<file path="src/rtl/fetch_pkg.sv">
// Shared types and constants for the fetch-address generator and its BTB.
package fetch_pkg;

   typedef enum logic {
      S_RESET = 1'b0,
      S_RUN   = 1'b1
   } state_e;

   localparam logic [1:0] CNT_WEAK_TAKEN = 2'd2;
   localparam logic [1:0] CNT_MAX        = 2'd3;

   // Tag and slot are stored at fixed widths so the struct does not depend
   // on module parameters; unused upper bits are always zero.
   localparam int SLOT_W = 8;

   typedef struct packed {
      logic              valid;
      logic [31:0]       tag;
      logic [SLOT_W-1:0] slot;
      logic [31:0]       target;
      logic [1:0]        cnt;
   } btb_entry_t;

   // Saturating step of the 2-bit direction counter.
   function automatic logic [1:0] cnt_step(input logic [1:0] cnt, input logic taken);
      logic [1:0] res;
      res = cnt;
      if (taken) begin
         if (cnt != CNT_MAX) begin
            res = cnt + 2'd1;
         end
      end else begin
         if (cnt != 2'd0) begin
            res = cnt - 2'd1;
         end
      end
      return res;
   endfunction

   function automatic logic cnt_predicts_taken(input logic [1:0] cnt);
      return (cnt >= CNT_WEAK_TAKEN);
   endfunction

endpackage

</file>
<file path="src/rtl/fetch_btb.sv">
// Direct-mapped branch target buffer: combinational lookup port plus one
// training write port. Writes become visible the cycle after they are made.
module fetch_btb
   import fetch_pkg::*;
#(
   parameter int FETCH_WIDTH = 4,
   parameter int BTB_ENTRIES = 16
) (
   input  logic                           clk,
   input  logic                           rst,
   input  logic [31:0]                    lk_pc,
   output logic                           lk_hit,
   output logic [$clog2(FETCH_WIDTH)-1:0] lk_slot,
   output logic [31:0]                    lk_target,
   input  logic                           upd_valid,
   input  logic [31:0]                    upd_pc,
   input  logic [31:0]                    upd_target,
   input  logic                           upd_taken
);

   localparam int OW      = $clog2(FETCH_WIDTH);
   localparam int IW      = $clog2(BTB_ENTRIES);
   localparam int TAG_LSB = OW + 2 + IW;

   btb_entry_t entries_q [BTB_ENTRIES];
   btb_entry_t entries_d [BTB_ENTRIES];

   logic [IW-1:0] lk_idx;
   logic [OW-1:0] lk_off;
   logic [31:0]   lk_tag;
   btb_entry_t    lk_entry;

   logic [IW-1:0] upd_idx;
   logic [OW-1:0] upd_off;
   logic [31:0]   upd_tag;
   btb_entry_t    upd_entry;

   assign lk_idx  = lk_pc[OW+2 +: IW];
   assign lk_off  = lk_pc[OW+1:2];
   assign lk_tag  = lk_pc >> TAG_LSB;

   assign upd_idx = upd_pc[OW+2 +: IW];
   assign upd_off = upd_pc[OW+1:2];
   assign upd_tag = upd_pc >> TAG_LSB;

   // Lookup: a hit needs a live entry for this tag whose branch lies at or after the start slot and predicts taken.
   always_comb begin
      lk_entry  = entries_q[lk_idx];
      lk_hit    = lk_entry.valid
                  && (lk_entry.tag == lk_tag)
                  && (lk_entry.slot >= SLOT_W'(lk_off))
                  && cnt_predicts_taken(lk_entry.cnt);
      lk_slot   = lk_entry.slot[OW-1:0];
      lk_target = lk_entry.target;
   end

   // Training: bump the counter on a tag hit (refreshing target/slot when taken), allocate on a taken miss; reset only drops valid bits.
   always_comb begin
      entries_d = entries_q;
      upd_entry = entries_q[upd_idx];
      if (upd_valid) begin
         if (upd_entry.valid && (upd_entry.tag == upd_tag)) begin
            upd_entry.cnt = cnt_step(upd_entry.cnt, upd_taken);
            if (upd_taken) begin
               upd_entry.target = upd_target;
               upd_entry.slot   = SLOT_W'(upd_off);
            end
         end else if (upd_taken) begin
            upd_entry.valid  = 1'b1;
            upd_entry.tag    = upd_tag;
            upd_entry.slot   = SLOT_W'(upd_off);
            upd_entry.target = upd_target;
            upd_entry.cnt    = CNT_WEAK_TAKEN;
         end
         entries_d[upd_idx] = upd_entry;
      end
      if (rst) begin
         for (int i = 0; i < BTB_ENTRIES; i++) begin
            entries_d[i].valid = 1'b0;
         end
      end
   end

   // Entry array register.
   always_ff @(posedge clk) begin
      entries_q <= entries_d;
   end

endmodule

</file>
<file path="src/rtl/fetch_addr_gen.sv">
// Fetch-address generator: holds the current block PC, presents one aligned
// fetch block per cycle and picks the next PC from the BTB, a redirect or
// the sequential path.
module fetch_addr_gen
   import fetch_pkg::*;
#(
   parameter int          FETCH_WIDTH = 4,
   parameter int          BTB_ENTRIES = 16,
   parameter logic [31:0] RESET_PC    = 32'h1C00_0000
) (
   input  logic                           clk,
   input  logic                           rst,
   output logic                           out_valid,
   input  logic                           out_ready,
   output logic [31:0]                    out_pc,
   output logic [FETCH_WIDTH-1:0]         out_mask,
   output logic                           out_pred_taken,
   output logic [$clog2(FETCH_WIDTH)-1:0] out_pred_slot,
   output logic [31:0]                    out_pred_target,
   input  logic                           redirect_valid,
   input  logic [31:0]                    redirect_pc,
   input  logic                           upd_valid,
   input  logic [31:0]                    upd_pc,
   input  logic [31:0]                    upd_target,
   input  logic                           upd_taken
);

   localparam int OW          = $clog2(FETCH_WIDTH);
   localparam int BLOCK_BYTES = FETCH_WIDTH * 4;

   state_e      state_q, state_d;
   logic [31:0] pc_q, pc_d;

   logic          btb_hit;
   logic [OW-1:0] btb_slot;
   logic [31:0]   btb_target;

   logic [OW-1:0] start_off;
   logic [31:0]   seq_pc;
   logic [31:0]   pred_pc;

   fetch_btb #(
      .FETCH_WIDTH (FETCH_WIDTH),
      .BTB_ENTRIES (BTB_ENTRIES)
   ) u_btb (
      .clk        (clk),
      .rst        (rst),
      .lk_pc      (pc_q),
      .lk_hit     (btb_hit),
      .lk_slot    (btb_slot),
      .lk_target  (btb_target),
      .upd_valid  (upd_valid),
      .upd_pc     (upd_pc),
      .upd_target (upd_target),
      .upd_taken  (upd_taken)
   );

   assign out_pc    = pc_q;
   assign start_off = pc_q[OW+1:2];
   assign seq_pc    = (pc_q & ~32'(BLOCK_BYTES - 1)) + 32'(BLOCK_BYTES);

   // Two-state control: blocks are only offered once reset has been released.
   always_comb begin
      state_d   = state_q;
      out_valid = 1'b0;
      case (state_q)
         S_RESET: begin
            if (!rst) begin
               state_d = S_RUN;
            end
         end
         S_RUN: begin
            out_valid = 1'b1;
            if (rst) begin
               state_d = S_RESET;
            end
         end
         default: begin
            state_d = S_RESET;
         end
      endcase
   end

   // Prediction outputs and slot mask; a miss zeroes the prediction fields and runs the mask to the block end.
   always_comb begin
      out_pred_taken  = btb_hit;
      out_pred_slot   = '0;
      out_pred_target = '0;
      pred_pc         = seq_pc;
      out_mask        = '0;
      if (btb_hit) begin
         out_pred_slot   = btb_slot;
         out_pred_target = btb_target;
         pred_pc         = btb_target;
      end
      for (int i = 0; i < FETCH_WIDTH; i++) begin
         out_mask[i] = (OW'(i) >= start_off) && (!btb_hit || (OW'(i) <= btb_slot));
      end
   end

   // Next-PC priority: reset, then redirect (dropping any same-cycle handshake), then an accepted block, else hold.
   always_comb begin
      pc_d = pc_q;
      if (rst) begin
         pc_d = RESET_PC;
      end else if (redirect_valid) begin
         pc_d = redirect_pc;
      end else if (out_valid && out_ready) begin
         pc_d = pred_pc;
      end
   end

   // State and PC registers.
   always_ff @(posedge clk) begin
      state_q <= state_d;
      pc_q    <= pc_d;
   end

endmodule
</file>
<file path="config.mk">
export PLATFORM = sky130hd
export DESIGN_NAME = fetch_addr_gen
export DESIGN_NICKNAME = d
export VERILOG_FILES = /design/src/rtl/fetch_pkg.sv /design/src/rtl/fetch_btb.sv /design/src/rtl/fetch_addr_gen.sv
export SDC_FILE = /design/constraint.sdc
export NUM_CORES = 2
export LEC_CHECK = 0
export ABC_AREA = 1
export CORE_AREA = 3 3 542 329
export DETAILED_ROUTE_END_ITERATION = 6
export DIE_AREA = 0 0 545 332
export PLACE_DENSITY = 0.52
export SLEW_MARGIN = 10
export SYNTH_ARGS = -nofsm -noshare
export SYNTH_HDL_FRONTEND = slang
export SYNTH_HIERARCHICAL = 1
export SYNTH_SLANG_ARGS = --single-unit
export TNS_END_PERCENT = 10
</file>
<file path="constraint.sdc">
create_clock -name clk -period 6 [get_ports clk]
set_input_delay 1.2 -clock clk [delete_from_list [all_inputs] [get_ports clk]]
set_output_delay 1.2 -clock clk [all_outputs]
set_load 0.02 [all_outputs]
</file>
==> results by group <==
Outcome
  – Status: complete, no violations

Clock network
  – CTS Buffer Depth: 3
  – CTS tree: yes
  – Num CTS Buffers: 116
  – H-tree depth: 3
  – Cts hold-fix bufs: 0
  – Clk sink count: around 1,200
  – Root buf cell: clkbuf_16
  – Reg clk slew, reported paths: 0.07 ns
  – Clk Latency, worst-skew pair: approximately 0.73 ns

Timing
  – F_max: 170.7 MHz
  – Skew final: 0.03278 ns
  – Final cycle utilization of the critical path: 97.65%
  – Slew of the pin with the lowest slew margin: between 1 and 1.5 ns
  – Worst setup margin: around 0.14 ns
  – Hold Vio Cnt, Final: 0
  – Fin. max-slew vios: 0
  – Final-report setup violation count: 0
  – RSZ-0062 raised after global routing: true
  – Tmin final: between 5 and 6 ns
  – Sum Neg Setup Slack: 0 ns
  – Slew headroom: 19.07%
  – Final hold slack: approximately 0.57 ns

Placed design
  – Place WS: 0.4094 ns
  – Gp weighted congestion: 0.8435
  – Detailed placer's ending HPWL: 128,800 um
  – Dpl cells: 8,260
  – Post-DP Area: approximately 64,000 um2
  – PortBufs: ~170

Die
  – Die Ht: 332 um
  – Die footprint: around 180,000 um2
  – Num rows: 118
  – Core Region: 172,900 um2
  – Boundary pin count: 174
  – Initial Utilization: 34.05%
  – Die X: 545 um

Synthesis
  – Register bit total from synthesis: 1,233
  – Yosys warns: 6
  – Post-synth ARST share: 0%
  – Yosys cell types: 48
  – Mapped Area: 58,870 um2
  – Post-Syn Instances: approximately 6,000
  – Syn_nets: 6,063
  – Syn_area_per_cell: around 10 um2
  – Main flop type after synthesis: edfxtp_1
  – Number of synthesized flops with an enable pin: 1,184
  – Post-synthesis sequential area ratio: 62.06%

Setup path
  – Worst-path fanout max: 23
  – Required time worst endpoint: 4.80 ns
  – Startpoint types: flip-flop
  – RR Startpoint: out_pc[4]
  – WS Path Type: flip-flop to output pin
  – Worst Setup SP: out_pc[4]
  – Worst EP arrival: 4.66 ns
  – Critical Path Sink Type: output pin

Power and ir drop
  – Peak supply drop: 0.0002290 V
  – Power per cell area: 294.1 nW/um2
  – Static Leak: 0.02434 uW

Route
  – # DRC: 0
  – Drt total wl: 229,700 um
  – Via count: 48,955
  – Wirelength per Cell: 27.05 um
  – DR pass1 iterations: 6
  – Remaining antenna violation count: 0
  – Vias per inst: 5.766
  – DR iter-0 viols: 6,992

Cells and area
  – Most frequent cells in the layout: nand2_1 (1,419), edfxtp_1 (1,184), nor2_1 (705)
  – Share of post-route cells with drive strength above 1: 7.854%
  – Design area: 68,480 um2
  – P&R area growth vs syn: 16.33%
  – Commonest non-fill, non-tap cell in the layout: nand2_1
  – Final net count: 6,157
  – Diode count: 0
  – Layout Cells excl Fill: 8,490

Min path
  – Launch point of the worst hold path: u_btb/entries_q[1199]
  – Worst hold path type: flip-flop to flip-flop

GRT
  – Initial antenna violation count: 4
  – Vias in the first global route: 45,666
  – Gr usage total: 24.52%
  – First-pass GRT wire length: 327,200 um
  – Gr ovfl total: 0
  – Largest net degree at the start of global routing: 106

Flow run
  – Max cap viols: 0
==> cell type report <==
type                            count  area [um2]
Fill cell                       16565      104400
Sequential cell                  1233       36550
Multi-Input combinational cell   4068       19910
Timing Repair Buffer              395        4254
Clock buffer                      142        3102
Tap cell                         2340        2928
Inverter                          237       948.4
Clock inverter                     74       779.5
Timing Repair inverter              1       11.26
==> routing by layer <==
| layer | routed length (um) | global-route usage [%] |
|---|---|---|
| met1 | 101400 | 37.34 |
| met5 | 13 | 0 |
| met3 | 26420 | 5.009 |
| met4 | 5675 | 6.044 |
| met2 | 96130 | 35.32 |
==> path summary, 6_finish.rpt <==
check | slack (ns) | endpoint | depth (start not counted)
setup / recovery | 0.14 | out_pred_target[13] | 20
hold / removal | 0.57 | u_btb/entries_q[1199] | 4
setup reg to reg | 1.85 | out_pc[10] | 22
hold reg to reg | 0.57 | u_btb/entries_q[1199] | 4
==> synthesized netlist by cell type (3+ instances only) <==
master / n / area (um2)
nor4_1: 45 / 281.5
o21bai_1: 10 / 75.07
o221ai_1: 118 / 1033
xor2_1: 4 / 35.03
a21oi_1: 265 / 1326
a31oi_1: 12 / 75.07
nand2_4: 3 / 33.78
o21ai_0: 613 / 3068
ha_1: 3 / 37.54
buf_4: 7 / 52.55
nor2_4: 5 / 56.30
o211ai_1: 122 / 915.9
clkbuf_1: 269 / 1010
a22oi_1: 343 / 2575
o21ai_1: 11 / 55.05
inv_1: 230 / 863.3
nor2_2: 5 / 31.28
o31ai_1: 16 / 120.1
nor3_1: 33 / 165.2
a211oi_1: 9 / 67.56
nand2_1: 1430 / 5368
nand2_2: 3 / 18.77
inv_2: 5 / 18.77
buf_2: 105 / 525.5
or2_2: 3 / 18.77
dfxtp_1: 49 / 980.9
edfxtp_1: 1184 / 35550
xnor2_1: 3 / 26.28
o22ai_1: 42 / 262.8
nand3_1: 204 / 1021
buf_1: 37 / 138.9
nor2_1: 727 / 2729
nand4_1: 21 / 131.4
==> cell families after synthesis <==
logic type / Yosys count / synth area share (%)
AND/OR/NAND/NOR: 2487 / 16.87
AO/OA/AOI/OAI: 1571 / 16.41
flip-flops: 1233 / 62.06
buffers and inverters: 657 / 4.483
XOR/XNOR: 7 / 0.1041
adder cells (fa/ha/maj): 3 / 0.06377
==> sequential cells by signal, summed over array words and instances (netlist names) <==
| register | count |
|---|---|
| state_q | 1 |
| out_pc | 32 |
| u_btb/entries_q | 1200 |
==> critical path, cell delays in order (launching register included) <==
cell and delay [ns]:
dfxtp_4 0.50, buf_12 0.15, buf_6 0.21, o21ai_0 0.11
o22ai_1 0.18, o211ai_1 0.11, nand2_1 0.23, inv_1 0.08
ha_1 0.27, inv_1 0.04, nand2_1 0.06, a21oi_2 0.08
nand2_1 0.13, nor2_4 0.08, nor2_1 0.12, nand2_1 0.14
nor2_4 0.27, buf_6 0.27, nand2_1 0.14, inv_1 0.12
clkdlybuf4s50_1 0.60
==> through the flow <==
stage	power [uW]	utilization [%]
final	20140	39.61
after global routing	20820	39.61
after CTS	20170	39.52
after detailed placement	12470	37.12
after global placement	12450	37.12
after floorplan	11320	-
==> where the power goes <==
| group | total (uW) | switching, uW | internal [uW] |
|---|---|---|---|
| combinational | 2630 | 1890 | 743 |
| clock | 7720 | 3410 | 4310 |
| sequential | 9790 | 112 | 9680 |
| total | 20100 | 5410 | 14700 |
==> repair_timing <==
item / CTS / global route
resized for setup: 19 / 23
setup buffers: 2 / 6
endpoints found under the setup margin: 37 / 33
gates cloned: 5 / 1
Note: power is estimated with default switching activity, not from simulation.
